### src/rtl/bus_pkg.sv
// Shared encodings for the split-transaction bus arbiter: FSM states, slave ids, sizes.
// Pure definitions; no timing or flow control of its own.
package bus_pkg;

  localparam int NUM_MASTERS = 2;
  localparam int NUM_SLAVES  = 3;

  localparam logic [1:0] SLV_S1   = 2'd0;
  localparam logic [1:0] SLV_S2   = 2'd1;
  localparam logic [1:0] SLV_S3   = 2'd2;
  localparam logic [1:0] SLV_NONE = 2'd3;

  typedef enum logic [1:0] {
    ST_IDLE     = 2'd0,
    ST_GRANT_M1 = 2'd1,
    ST_GRANT_M2 = 2'd2
  } arb_state_t;

  // An invalid id reads as permanently busy so it can never be granted.
  function automatic logic slave_splitting(input logic [NUM_SLAVES-1:0] split_en,
                                           input logic [1:0] id);
    case (id)
      SLV_S1:  return split_en[0];
      SLV_S2:  return split_en[1];
      SLV_S3:  return split_en[2];
      default: return 1'b1;
    endcase
  endfunction

endpackage

### src/rtl/grant_watchdog.sv
// Grant watchdog: counts grant cycles and fires when the owner overstays LIMIT cycles (0 = off).
// expire is combinational in the limit cycle; timeout is its registered one-cycle pulse.
module grant_watchdog #(
  parameter int unsigned LIMIT = 1024
) (
  input  logic clk,
  input  logic reset,
  input  logic enable,
  input  logic done,
  output logic expire,
  output logic timeout
);

  logic [15:0] cnt;

  // Held at zero outside a grant, so every new grant starts counting from 0.
  always_ff @(posedge clk or posedge reset) begin
    if (reset)       cnt <= '0;
    else if (!enable) cnt <= '0;
    else             cnt <= cnt + 16'd1;
  end

  generate
    if (LIMIT == 0) begin : g_off
      assign expire = 1'b0;
    end else begin : g_on
      assign expire = enable & ~done & (cnt == 16'(LIMIT - 1));
    end
  endgenerate

  always_ff @(posedge clk or posedge reset) begin
    if (reset) timeout <= 1'b0;
    else       timeout <= expire;
  end

endmodule

### src/rtl/split_bus_arbiter.sv
// Two-master/three-slave bus arbiter with split parking and grant watchdog; grant 1 cycle after request.
// Tie policy: fixed M1 priority, or least-recently-granted when ARB_ROUND_ROBIN_EN is defined.
module split_bus_arbiter
  import bus_pkg::*;
#(
  parameter int          SLAVE_LEN      = 2,
  parameter int unsigned TIMEOUT_CYCLES = 1024
) (
  input  logic                 clk,
  input  logic                 reset,
  input  logic                 m1_request,
  input  logic                 m2_request,
  input  logic [SLAVE_LEN-1:0] m1_slave_sel,
  input  logic [SLAVE_LEN-1:0] m2_slave_sel,
  input  logic                 trans_done,
  input  logic [2:0]           slave_split_en,
  output logic                 m1_grant,
  output logic                 m2_grant,
  output logic                 arbiter_busy,
  output logic                 bus_busy,
  output logic [SLAVE_LEN-1:0] bus_slave_sel,
  output logic [1:0]           split_parked,
  output logic                 sel_error,
  output logic                 timeout
);

  arb_state_t state, state_nxt;
  logic [NUM_MASTERS-1:0]                park, park_nxt;
  logic [NUM_MASTERS-1:0][SLAVE_LEN-1:0] park_slv, park_slv_nxt;
  logic [SLAVE_LEN-1:0]                  sel_nxt;
  logic [NUM_MASTERS-1:0]                req_q, rel, elig;
  logic tie_m1, owner, wd_expire, sel_err_nxt;

  // rel: parked master whose slave finished splitting; elig: fresh request to a free slave.
  assign rel[0]  = park[0] & m1_request & ~slave_splitting(slave_split_en, park_slv[0]);
  assign rel[1]  = park[1] & m2_request & ~slave_splitting(slave_split_en, park_slv[1]);
  assign elig[0] = m1_request & (m1_slave_sel != SLV_NONE) & ~park[0]
                 & ~slave_splitting(slave_split_en, m1_slave_sel)
                 & ~(park[1] & (park_slv[1] == m1_slave_sel));
  assign elig[1] = m2_request & (m2_slave_sel != SLV_NONE) & ~park[1]
                 & ~slave_splitting(slave_split_en, m2_slave_sel)
                 & ~(park[0] & (park_slv[0] == m2_slave_sel));

  assign owner       = (state == ST_GRANT_M2);
  assign sel_err_nxt = (m1_request & ~req_q[0] & (m1_slave_sel == SLV_NONE))
                     | (m2_request & ~req_q[1] & (m2_slave_sel == SLV_NONE));

`ifdef ARB_ROUND_ROBIN_EN
  logic last_m1;
  always_ff @(posedge clk or posedge reset) begin
    if (reset)                                         last_m1 <= 1'b0;
    else if (state == ST_IDLE && state_nxt != ST_IDLE) last_m1 <= (state_nxt == ST_GRANT_M1);
  end
  assign tie_m1 = ~last_m1;
`else
  assign tie_m1 = 1'b1;
`endif

  always_comb begin
    state_nxt    = state;
    park_nxt     = park;
    park_slv_nxt = park_slv;
    sel_nxt      = bus_slave_sel;
    if (park[0] && !m1_request) park_nxt[0] = 1'b0;
    if (park[1] && !m2_request) park_nxt[1] = 1'b0;
    case (state)
      ST_IDLE: begin
        sel_nxt = SLV_S1;
        if (rel[0]) begin
          state_nxt   = ST_GRANT_M1;
          sel_nxt     = park_slv[0];
          park_nxt[0] = 1'b0;
        end else if (rel[1]) begin
          state_nxt   = ST_GRANT_M2;
          sel_nxt     = park_slv[1];
          park_nxt[1] = 1'b0;
        end else if (elig[0] && (!elig[1] || tie_m1)) begin
          state_nxt = ST_GRANT_M1;
          sel_nxt   = m1_slave_sel;
        end else if (elig[1]) begin
          state_nxt = ST_GRANT_M2;
          sel_nxt   = m2_slave_sel;
        end
      end
      ST_GRANT_M1, ST_GRANT_M2: begin
        // Completion and watchdog both beat a simultaneous split: nothing is parked.
        if (trans_done || wd_expire) begin
          state_nxt = ST_IDLE;
          sel_nxt   = SLV_S1;
        end else if (slave_splitting(slave_split_en, bus_slave_sel)) begin
          state_nxt           = ST_IDLE;
          sel_nxt             = SLV_S1;
          park_nxt[owner]     = 1'b1;
          park_slv_nxt[owner] = bus_slave_sel;
        end
      end
      default: state_nxt = ST_IDLE;
    endcase
  end

  always_ff @(posedge clk or posedge reset) begin
    if (reset) begin
      state         <= ST_IDLE;
      park          <= '0;
      park_slv      <= '0;
      bus_slave_sel <= '0;
      req_q         <= '0;
      sel_error     <= 1'b0;
    end else begin
      state         <= state_nxt;
      park          <= park_nxt;
      park_slv      <= park_slv_nxt;
      bus_slave_sel <= sel_nxt;
      req_q         <= {m2_request, m1_request};
      sel_error     <= sel_err_nxt;
    end
  end

  grant_watchdog #(.LIMIT(TIMEOUT_CYCLES)) u_watchdog (
    .clk     (clk),
    .reset   (reset),
    .enable  (state != ST_IDLE),
    .done    (trans_done),
    .expire  (wd_expire),
    .timeout (timeout)
  );

  assign m1_grant     = (state == ST_GRANT_M1);
  assign m2_grant     = (state == ST_GRANT_M2);
  assign arbiter_busy = (state != ST_IDLE);
  assign bus_busy     = m1_grant | m2_grant;
  assign split_parked = park;

endmodule

### config.mk
export PLATFORM = sky130hd
export DESIGN_NAME = split_bus_arbiter
export DESIGN_NICKNAME = d
export VERILOG_FILES = /design/src/rtl/bus_pkg.sv /design/src/rtl/grant_watchdog.sv /design/src/rtl/split_bus_arbiter.sv
export SDC_FILE = /design/constraint.sdc
export NUM_CORES = 1
export LEC_CHECK = 0
export CAP_MARGIN = 25
export CORE_ASPECT_RATIO = 0.7
export CORE_MARGIN = 4
export CORE_UTILIZATION = 55
export CTS_CLUSTER_SIZE = 10
export DETAILED_ROUTE_END_ITERATION = 10
export PLACE_DENSITY_LB_ADDON = 0.12
export SLEW_MARGIN = 20
export SYNTH_ARGS = -nofsm -noshare
export SYNTH_HDL_FRONTEND = slang
export SYNTH_SLANG_ARGS = --single-unit
### constraint.sdc
create_clock -name clk -period 5.7 [get_ports clk]
set_input_delay 1.425 -clock clk [delete_from_list [all_inputs] [get_ports clk]]
set_output_delay 1.425 -clock clk [all_outputs]
set_load 0.005 [all_outputs]
==> results of run 1 <==
-- sequential cells by signal, summed over array words and instances (netlist names) --
| signal | count |
|---|---|
| u_watchdog.cnt | 16 |
| park_slv | 4 |
| bus_slave_sel | 2 |
| req_q | 2 |
| split_parked | 2 |
| state | 2 |
| sel_error | 1 |
| u_watchdog.timeout | 1 |
-- cells in the final DEF, fill, tap and decap left out, types with 3 or more instances in the layout --
| cell type | n |
|---|---|
| mux2i_1 | 3 |
| ha_1 | 5 |
| dfrtp_1 | 30 |
| a21oi_1 | 5 |
| o22ai_1 | 3 |
| nor3b_1 | 3 |
| clkbuf_8 | 5 |
| xor2_1 | 9 |
| and3_1 | 4 |
| nand4_1 | 3 |
| nor2b_1 | 4 |
| nand2_1 | 11 |
| o21ai_0 | 5 |
| inv_1 | 8 |
| mux2_2 | 4 |
| clkdlybuf4s50_1 | 21 |
| nor3_1 | 5 |
| o21a_1 | 3 |
| nand3_1 | 5 |
| xnor2_1 | 8 |
| nor2_1 | 20 |
-- power groups by stage --
| stage | Combinational, mW | Sequential, mW | Clock (mW) |
|---|---|---|---|
| finish | 0.335 | 0.306 | 0.161 |
| global route | 0.366 | 0.312 | 0.173 |
| CTS | 0.333 | 0.304 | 0.162 |
| detailed placement | 0.329 | 0.308 | 0 |
| global placement | 0.321 | 0.308 | 0 |
| floorplan | 0.231 | 0.284 | 0 |
-- worst min-delay path by stage --
| stage | depth (start not counted) | startpoint | slack, ns | endpoint |
|---|---|---|---|---|
| after detailed placement | 1 | u_watchdog.cnt[0] | 0.45 | u_watchdog.cnt[0] |
| after global routing | 1 | u_watchdog.cnt[0] | 0.49 | u_watchdog.cnt[0] |
| after floorplan | 1 | u_watchdog.cnt[0] | 0.42 | u_watchdog.cnt[0] |
| after CTS | 1 | u_watchdog.cnt[0] | 0.46 | u_watchdog.cnt[0] |
| after global placement | 1 | u_watchdog.cnt[0] | 0.44 | u_watchdog.cnt[0] |
| final | 1 | u_watchdog.cnt[0] | 0.45 | u_watchdog.cnt[0] |
-- cell families after synthesis --
kind of cell,Yosys count
AOI/OAI and AO/OA,33
xor gates and xnor gates,17
adders and majority gates,5
buffers and inverters,14
DFF,30
muxes,9
and+or+nand+nor,73
-- stage by stage --
stage          total power [mW]  hold WS [ns]
6_report                  0.801         0.455
5_1_grt                   0.851         0.485
4_1_cts                   0.799         0.456
3_5_place_dp              0.637         0.448
3_3_place_gp              0.629         0.438
2_1_floorplan             0.515         0.424
-- critical path, cell delays in order, from the launching register on --
cell,delay (ns)
dfrtp_1,0.40
inv_1,0.11
ha_1,0.68
inv_1,0.23
clkdlybuf4s50_1,0.51
-- final cells by class --
class                   count  area [um^2]  area share (%)
clock buffers               5         68.8            3.26
clock inverters             2         10.0           0.474
inverters                   8         30.0            1.42
multi-input cells         137          967            45.8
flip-flops and latches     30          751            35.6
well taps                  36         45.0            2.14
repair buffers             22          238            11.3
-- layer usage --
layer  track usage, %  part of all wire [%]
met1             31.7                    52
met2             28.3                    41
met4             7.87                   1.3
met3             5.83                   6.4
met5                0                     0
==> results.md, run 1 <==
- Worst path required time: 4.28 ns
- Core area: 2940 um^2
- Non-Filler Instances: 240
- Worst r2r dst: park_slv[0]
- Die ar.: 4220 um^2
- CTS tree: yes
- Syn Std Cell Area: 1780 um^2
- Top cells by area, synth: dfrtp_1 (42%), xor2_1 (4.4%), nor2_1 (4.2%), xnor2_1 (3.9%), ha_1 (3.5%)
- Vias in the first global route: 1432
- Final Util: 71.7%
- DP Cell Count: 233
- Grt ovf: 0
- Setup CP Type: flop to output pin
- Detailed Route Iter0 Violations: 115
- Max VDD drop: 0.000275 V
- DRC viols: 0
- H-Tree Depth: 2
- Post-DRT Antenna Nets: 0
- CTS max path bufs: 2
- Worst setup EP type: output pin
- Tmin final: 3.65 ns
- Syn Inst Count: 181
- PD cells: 380 nW/um^2
- Synth Area in Adders: 3.52%
- Post-synth top cells: dfrtp_1 (30), nor2_1 (20), nand2_1 (11)
- Crit start category: flop
- Vias per inst: 6.03
- Clock transition at path regs: 0.07 ns
- Async set or reset register ratio after synthesis: 100%
- Final Hold Fails: 0
- Root buffer cell: clkbuf_8
- Int Pwr: 0.497 mW
- RSZ-0062 raised after global routing: false
- First-pass GRT wire length: 7130 um
- # setup viols final: 0
- Clock Latency Late Sink: 0.28 ns
- Reg power frac: 38.2%
- Number of cell rows: 16
- Largest area contributor in the netlist: dfrtp_1
- Register area share after synthesis: 42.2%
- Main combinational cell family by area after synthesis: simple AND/OR/NAND/NOR gates
- Io pins: 22
- Mux cell area share after synthesis: 5.91%
- Net Sw Frac: 38.0%
- Aggregate routed wire length: 4120 um
- Nets: 221
- Worst Hold Class: flop to flop
- Fmax: 0.274 GHz
- Top-area cell type share of the netlist area: 42.2%
- Routed vias: 1447
- Outcome: finished, final reports clean
- Die span in y: 55.6 um
- Layout cell share with drive strength beyond 1: 9.80%
- Arrival time at the worst endpoint: 2.22 ns
- Top-count cell post-synth: dfrtp_1
- Post-Synth XOR/XNOR Area: 8.37%
- Diode count: 0
- # fillers: 211
- Post-synth EDFFs: 0
- Most common flop cell mapped by yosys: dfrtp_1
- Yosys cell types: 51
- Crit-path max FO: 22
- Leakage power: 0.894 nW
- Setup Total Neg Slack: 0 ns
- CTS sink cnt: 30
- Hold_buf cts: 0
- Final instance area: 2110 um^2
- Buffers on Ports: 21
- Ys Warns: 0
- Largest net degree at the start of global routing: 23
- Resized cells post-CTS: 0
- P_sw: 0.304 mW
- Synth Area in Compound Gates: 13.9%
- CP startpoint: state[1]
- Worst clock skew: 0.00835 ns
- Slew HR: 47.5%
- RD Place Congestion: 0.908
- Initial Util: 60.5%
- Worst-margin pin slew: 0.787 ns
- Post-Synth Simple-Gate Area: 22.6%
- Worst r2r src: state[1]
- Slew Limit Fails: 0
- Final worst-path cycle share: 64.0%
- Max-cap violations: 0
- Post-CTS Setup Repair Bufs: 0
- Drt first pass iters: 6
- Layout area overhead: 18.6%
- Setup crit end: arbiter_busy
- R2R cell count: 6
- Clock Power Share: 20.1%
- Reg2reg setup slack: 3.25 ns
- CTS Buf Count: 5
- Placed cell areas: 2030 um^2
- Syn_nets: 198
- Synthesis-stage register bit count: 30
- DR WL/cell: 17.2 um
- Initial antenna violation count: 0
- Post-route setup slack: 2.05 ns
- Mean post-synth cell area: 9.83 um^2
- Setup WS pre-CTS: 2.36 ns
- Die X: 76.0 um
- Total Routing Usage GR: 21.1%
- Comb pwr share: 41.8%
- Hpwl dp: 3130 um
(Power assumes the default switching activity.)
==> run 2: changes to the inputs <==
- clock period: 5.7 -> 3.8 ns (I/O delays scaled with it)
==> run 2 against run 1 <==
  * Combinational power up 50%
  * Non-clock buffer count increased by 1
  * Clock skew decreased by 0.0028 ns
  * Register-to-register slack lost 1.6 ns
  * Design area unchanged
  * Worst setup slack got worse by 0.89 ns
  * Sequential power is 49% higher
  * Global-route usage shrank 0.24 points
  * Power rose by 52%
  * Critical endpoint is now bus_busy
  * Highest routed layer unchanged
==> results.md, run 2 (synthesis gave the netlist of run 1 again) <==
- Vias per inst: 6.03
- Die ar.: 4220 um^2
- # fillers: 218
- Drt first pass iters: 4
- Arrival time at the worst endpoint: 1.69 ns
- Routed vias: 1460
- Slew HR: 66.9%
- Grt ovf: 0
- Met1 WL: 2020 um
- CTS sink cnt: 30
- Slew Limit Fails: 0
- Post-route setup slack: 1.16 ns
- Die X: 76.0 um
- Detailed Route Iter0 Violations: 134
- Worst Hold Class: flop to flop
- Buffers on Ports: 21
- R2R cell count: 7
- Worst Hold Path Cells: 1
- Aggregate routed wire length: 4050 um
- Most common cell after layout, fill and taps aside: dfrtp_1
- Setup CP Type: flop to output pin
- Resized cells post-CTS: 0
- Biggest regs: u_watchdog.cnt (16), park_slv (4)
- Post-DRT Antenna Nets: 0
- Placed cell areas: 2020 um^2
- DP Cell Count: 234
- Final worst-path cycle share: 69.4%
- Non-Filler Instances: 242
- DRC viols: 0
- Leakage power: 0.895 nW
- Crit-path max FO: 6
- Initial Util: 60.5%
- Root buffer cell: clkbuf_8
- Register area: 751 um^2
- Nets: 222
- Setup Total Neg Slack: 0 ns
- WL met3: 253 um
- Diode count: 0
- Final instance area: 2110 um^2
- Fmax: 0.379 GHz
- CTS tree: yes
- Initial antenna violation count: 0
- Min Hold Slack: 0.458 ns
- Clock transition at path regs: 0.06 ns
- DR WL/cell: 16.7 um
- Max VDD drop: 0.000514 V
- # setup viols final: 0
- Worst-margin pin slew: 0.493 ns
- Final Hold Fails: 0
- Setup WS pre-CTS: 0.944 ns
- Largest net degree at the start of global routing: 31
- Hold_buf cts: 0
- CTS Buf Count: 5
- Outcome: finished, final reports clean
- Worst clock skew: 0.00559 ns
- Tmin final: 2.64 ns
- First-pass GRT wire length: 7090 um
- Commonest non-fill, non-tap cells in the layout: dfrtp_1 (30), clkdlybuf4s50_1 (21), nor2_1 (20)
- Total Routing Usage GR: 20.8%
- Layout cell share with drive strength beyond 1: 10.2%
- Post-CTS Setup Repair Bufs: 0
- Max-cap violations: 0
- Hpwl dp: 3080 um
- Crit start category: flop
- Top reg by flops: u_watchdog.cnt
- Vias in the first global route: 1423
- Max reg flops: 16
- RD Place Congestion: 0.910
- Worst setup EP type: output pin
- Number of cell rows: 16
- RSZ-0062 raised after global routing: false
- Max layer used: met4
- Die span in y: 55.6 um
- Layout area overhead: 18.6%
- Worst path required time: 2.85 ns
- Clock Latency Late Sink: 0.28 ns
- Met2 wire length: 1720 um
- PD cells: 576 nW/um^2
- Core area: 2940 um^2
- H-Tree Depth: 2
- Area of the multi-input gates: 967 um^2
- CTS max path bufs: 2
- Io pins: 22
## run 2: through the flow
| stage | util, % | total power, mW |
|---|---|---|
| floorplan | - | 0.773 |
| global placement | 68.6 | 0.946 |
| detailed placement | 68.6 | 0.953 |
| CTS | 71.7 | 1.22 |
| global route | 71.7 | 1.31 |
| finish | 71.7 | 1.22 |
## run 2: path summary, 6_finish.rpt
path / from / end / slack, ns
worst min register to register: u_watchdog.cnt[0] / u_watchdog.cnt[0] / 0.46
worst max-delay path: state[0] / bus_busy / 1.16
max in group asynchronous: reset / u_watchdog.cnt[12] / 2.48
worst min-delay path: u_watchdog.cnt[0] / u_watchdog.cnt[0] / 0.46
min in group asynchronous: reset / state[0] / 1.04
worst max register to register: state[1] / park_slv[1] / 1.61
## run 2: area by class of cell
type / count / area share [%]
sequential: 30 / 35.6
multi-input combinational: 137 / 45.8
tap: 36 / 2.14
timing repair buffer: 23 / 10.7
inverter: 8 / 1.42
clock buffer: 7 / 4.09
clock inverter: 1 / 0.237
## run 2: critical path: stages (launching register included)
cell and delay [ns]:
dfrtp_1 0.40, inv_1 0.08, ha_1 0.39, clkdlybuf4s50_1 0.53
## run 2: report_power, final
group / total (mW) / switching [mW] / internal (mW)
Sequential: 0.456 / 0.0790 / 0.377
Combinational: 0.502 / 0.254 / 0.248
Clock: 0.258 / 0.113 / 0.146
Total: 1.22 / 0.445 / 0.771
## run 2: routing by layer
| layer | global-route usage (%) | vias to the layer above |
|---|---|---|
| met5 | 0 | - |
| met4 | 5.08 | 0 |
| met3 | 6.31 | 10 |
| met2 | 28.0 | 51 |
| met1 | 32.0 | 703 |
| li1 | - | 696 |
==> run 3: changes to the inputs <==
- CORE_UTILIZATION: 55 -> 50
- clock period: 3.8 -> 2.35 ns (I/O delays scaled with it)
==> run 3 against run 2 <==
  * Non-clock buffer count grew 11
  * Critical path type unchanged
  * Routed wire length increased by 4.4%
  * Sequential share of layout area fell by 1.6 points
  * Sequential cell count is the same
  * Critical endpoint unchanged
  * Largest power group unchanged
  * Largest cell class unchanged
  * Design area grew 4.7%
==> results.md, run 3 (synthesis gave the netlist of run 1 again) <==
- Detailed Route Iter0 Violations: 115
- Tmin final: 2.28 ns
- Outcome: finished, final reports clean
- Number of cell rows: 17
- Post-DRT Antenna Nets: 0
- DP Cell Count: 256
- Nets: 233
- Crit start category: flop
- Reg2reg setup slack: 0.29 ns
- Hpwl dp: 3280 um
- H-Tree Depth: 2
- RSZ-0062 raised after global routing: false
- Biggest regs: u_watchdog.cnt (16), park_slv (4)
- Resized cells post-CTS: 0
- Critical Path Slowest Stage Cell: clkdlybuf4s50_1
- Fmax: 0.439 GHz
- Die X: 79.3 um
- Worst clock skew: 0.00584 ns
- Leakage power: 0.946 nW
- Layout area overhead: 24.1%
- # setup viols final: 0
- CTS tree: yes
- Die ar.: 4590 um^2
- Core area: 3280 um^2
- Cell Chain, Critical Path: inv_1 > ha_2 > clkdlybuf4s50_1
- Initial Util: 54.3%
- Grt ovf: 0
- Root buffer cell: clkbuf_8
- CP top delay family: buffers and inverters
- DRC viols: 0
- Layout cell share with drive strength beyond 1: 15.2%
- Max-cap violations: 0
- Clock Latency Late Sink: 0.28 ns
- CTS max path bufs: 2
- Commonest non-fill, non-tap cells in the layout: dfrtp_1 (30), clkdlybuf4s50_1 (21), nor2_1 (20)
- Max reg flops: 16
- Non-Filler Instances: 264
- Total Routing Usage GR: 20.2%
- Routed vias: 1486
- DR WL/cell: 16.0 um
- Initial antenna violation count: 0
- Slew Limit Fails: 0
- Setup CP Type: flop to output pin
- Buffers on Ports: 21
- Clock transition at path regs: 0.06 ns
- Aggregate routed wire length: 4230 um
- RD Place Congestion: 0.919
- CTS Buf Count: 5
- Worst Hold Class: flop to flop
- Final worst-path cycle share: 97.0%
- Arrival time at the worst endpoint: 1.69 ns
- Crit path largest cell delay: 0.53 ns
- Worst-margin pin slew: 0.434 ns
- First-pass GRT wire length: 7160 um
- Vias per inst: 5.63
- CP Buf/Inv Count: 2
- Final Hold Fails: 0
- Die span in y: 57.9 um
- Crit-path max FO: 6
- Hold_buf cts: 0
- CTS sink cnt: 30
- Min Hold Slack: 0.453 ns
- Slew HR: 70.8%
- Worst path required time: 1.76 ns
- Post-CTS Setup Repair Bufs: 0
- Io pins: 22
- Top reg by flops: u_watchdog.cnt
- Diode count: 0
- Most common cell after layout, fill and taps aside: dfrtp_1
- Vias in the first global route: 1451
- Worst setup EP type: output pin
- Max VDD drop: 0.000735 V
- Drt first pass iters: 4
- PD cells: 925 nW/um^2
- Largest net degree at the start of global routing: 31
==> run 3: cell count changes in the layout (fill, tap and decap cells not counted), sizes merged <==
cell	before	now
buf	2	13
==> run 3: worst reg2reg max path, cell delays in order (launching register included) <==
cell and delay [ns]:
dfrtp_1 0.39, ha_1 0.23, and3_1 0.23, and4_4 0.22
and3_4 0.16, or3b_4 0.42, mux2_4 0.30
==> run 3: final cells by class <==
cell class / instances / area (um^2)
clock buffers: 7 / 86.3
clock inverters: 1 / 5.00
fillers: 276 / 1070
inverters: 8 / 30.0
multi-input cells: 137 / 970
flip-flops and latches: 30 / 751
well taps: 47 / 58.8
repair buffers: 34 / 308
==> run 3: through the flow <==
step	area (um^2)	util, %	setup slack (ns)	setup TNS, ns	total power [mW]
finish	2210	67.4	0.0699	0	2.04
global route	2210	67.4	0.00327	0	2.18
CTS	2210	67.3	0.0455	0	2.04
detailed placement	2110	64.6	-0.0837	-0.270	1.61
global placement	2110	64.6	-0.0469	-0.0999	1.59
floorplan	1780	-	0.304	0	1.25
==> run 3: layer usage <==
metal	part of all wire (%)	track usage, %	vias to the layer above
met5	0	0	-
met3	6.2	4.97	7
met4	0.97	4.41	0
met1	51	30.6	715
li1	-	-	719
met2	41	29.0	45
==> run 3: final timing paths <==
path                                     endpoint  cells after the start         startpoint
worst max-delay path                     bus_busy                      3           state[0]
max in group asynchronous       u_watchdog.cnt[5]                      3              reset
worst max register to register        park_slv[2]                      6  u_watchdog.cnt[0]
min in group asynchronous                state[1]                      3              reset
worst min-delay path            u_watchdog.cnt[0]                      1  u_watchdog.cnt[0]
worst min register to register  u_watchdog.cnt[0]                      1  u_watchdog.cnt[0]
==> run 3: power by group <==
group	internal, mW	switching, mW
clock	0.236	0.184
sequential	0.609	0.134
combinational	0.452	0.428
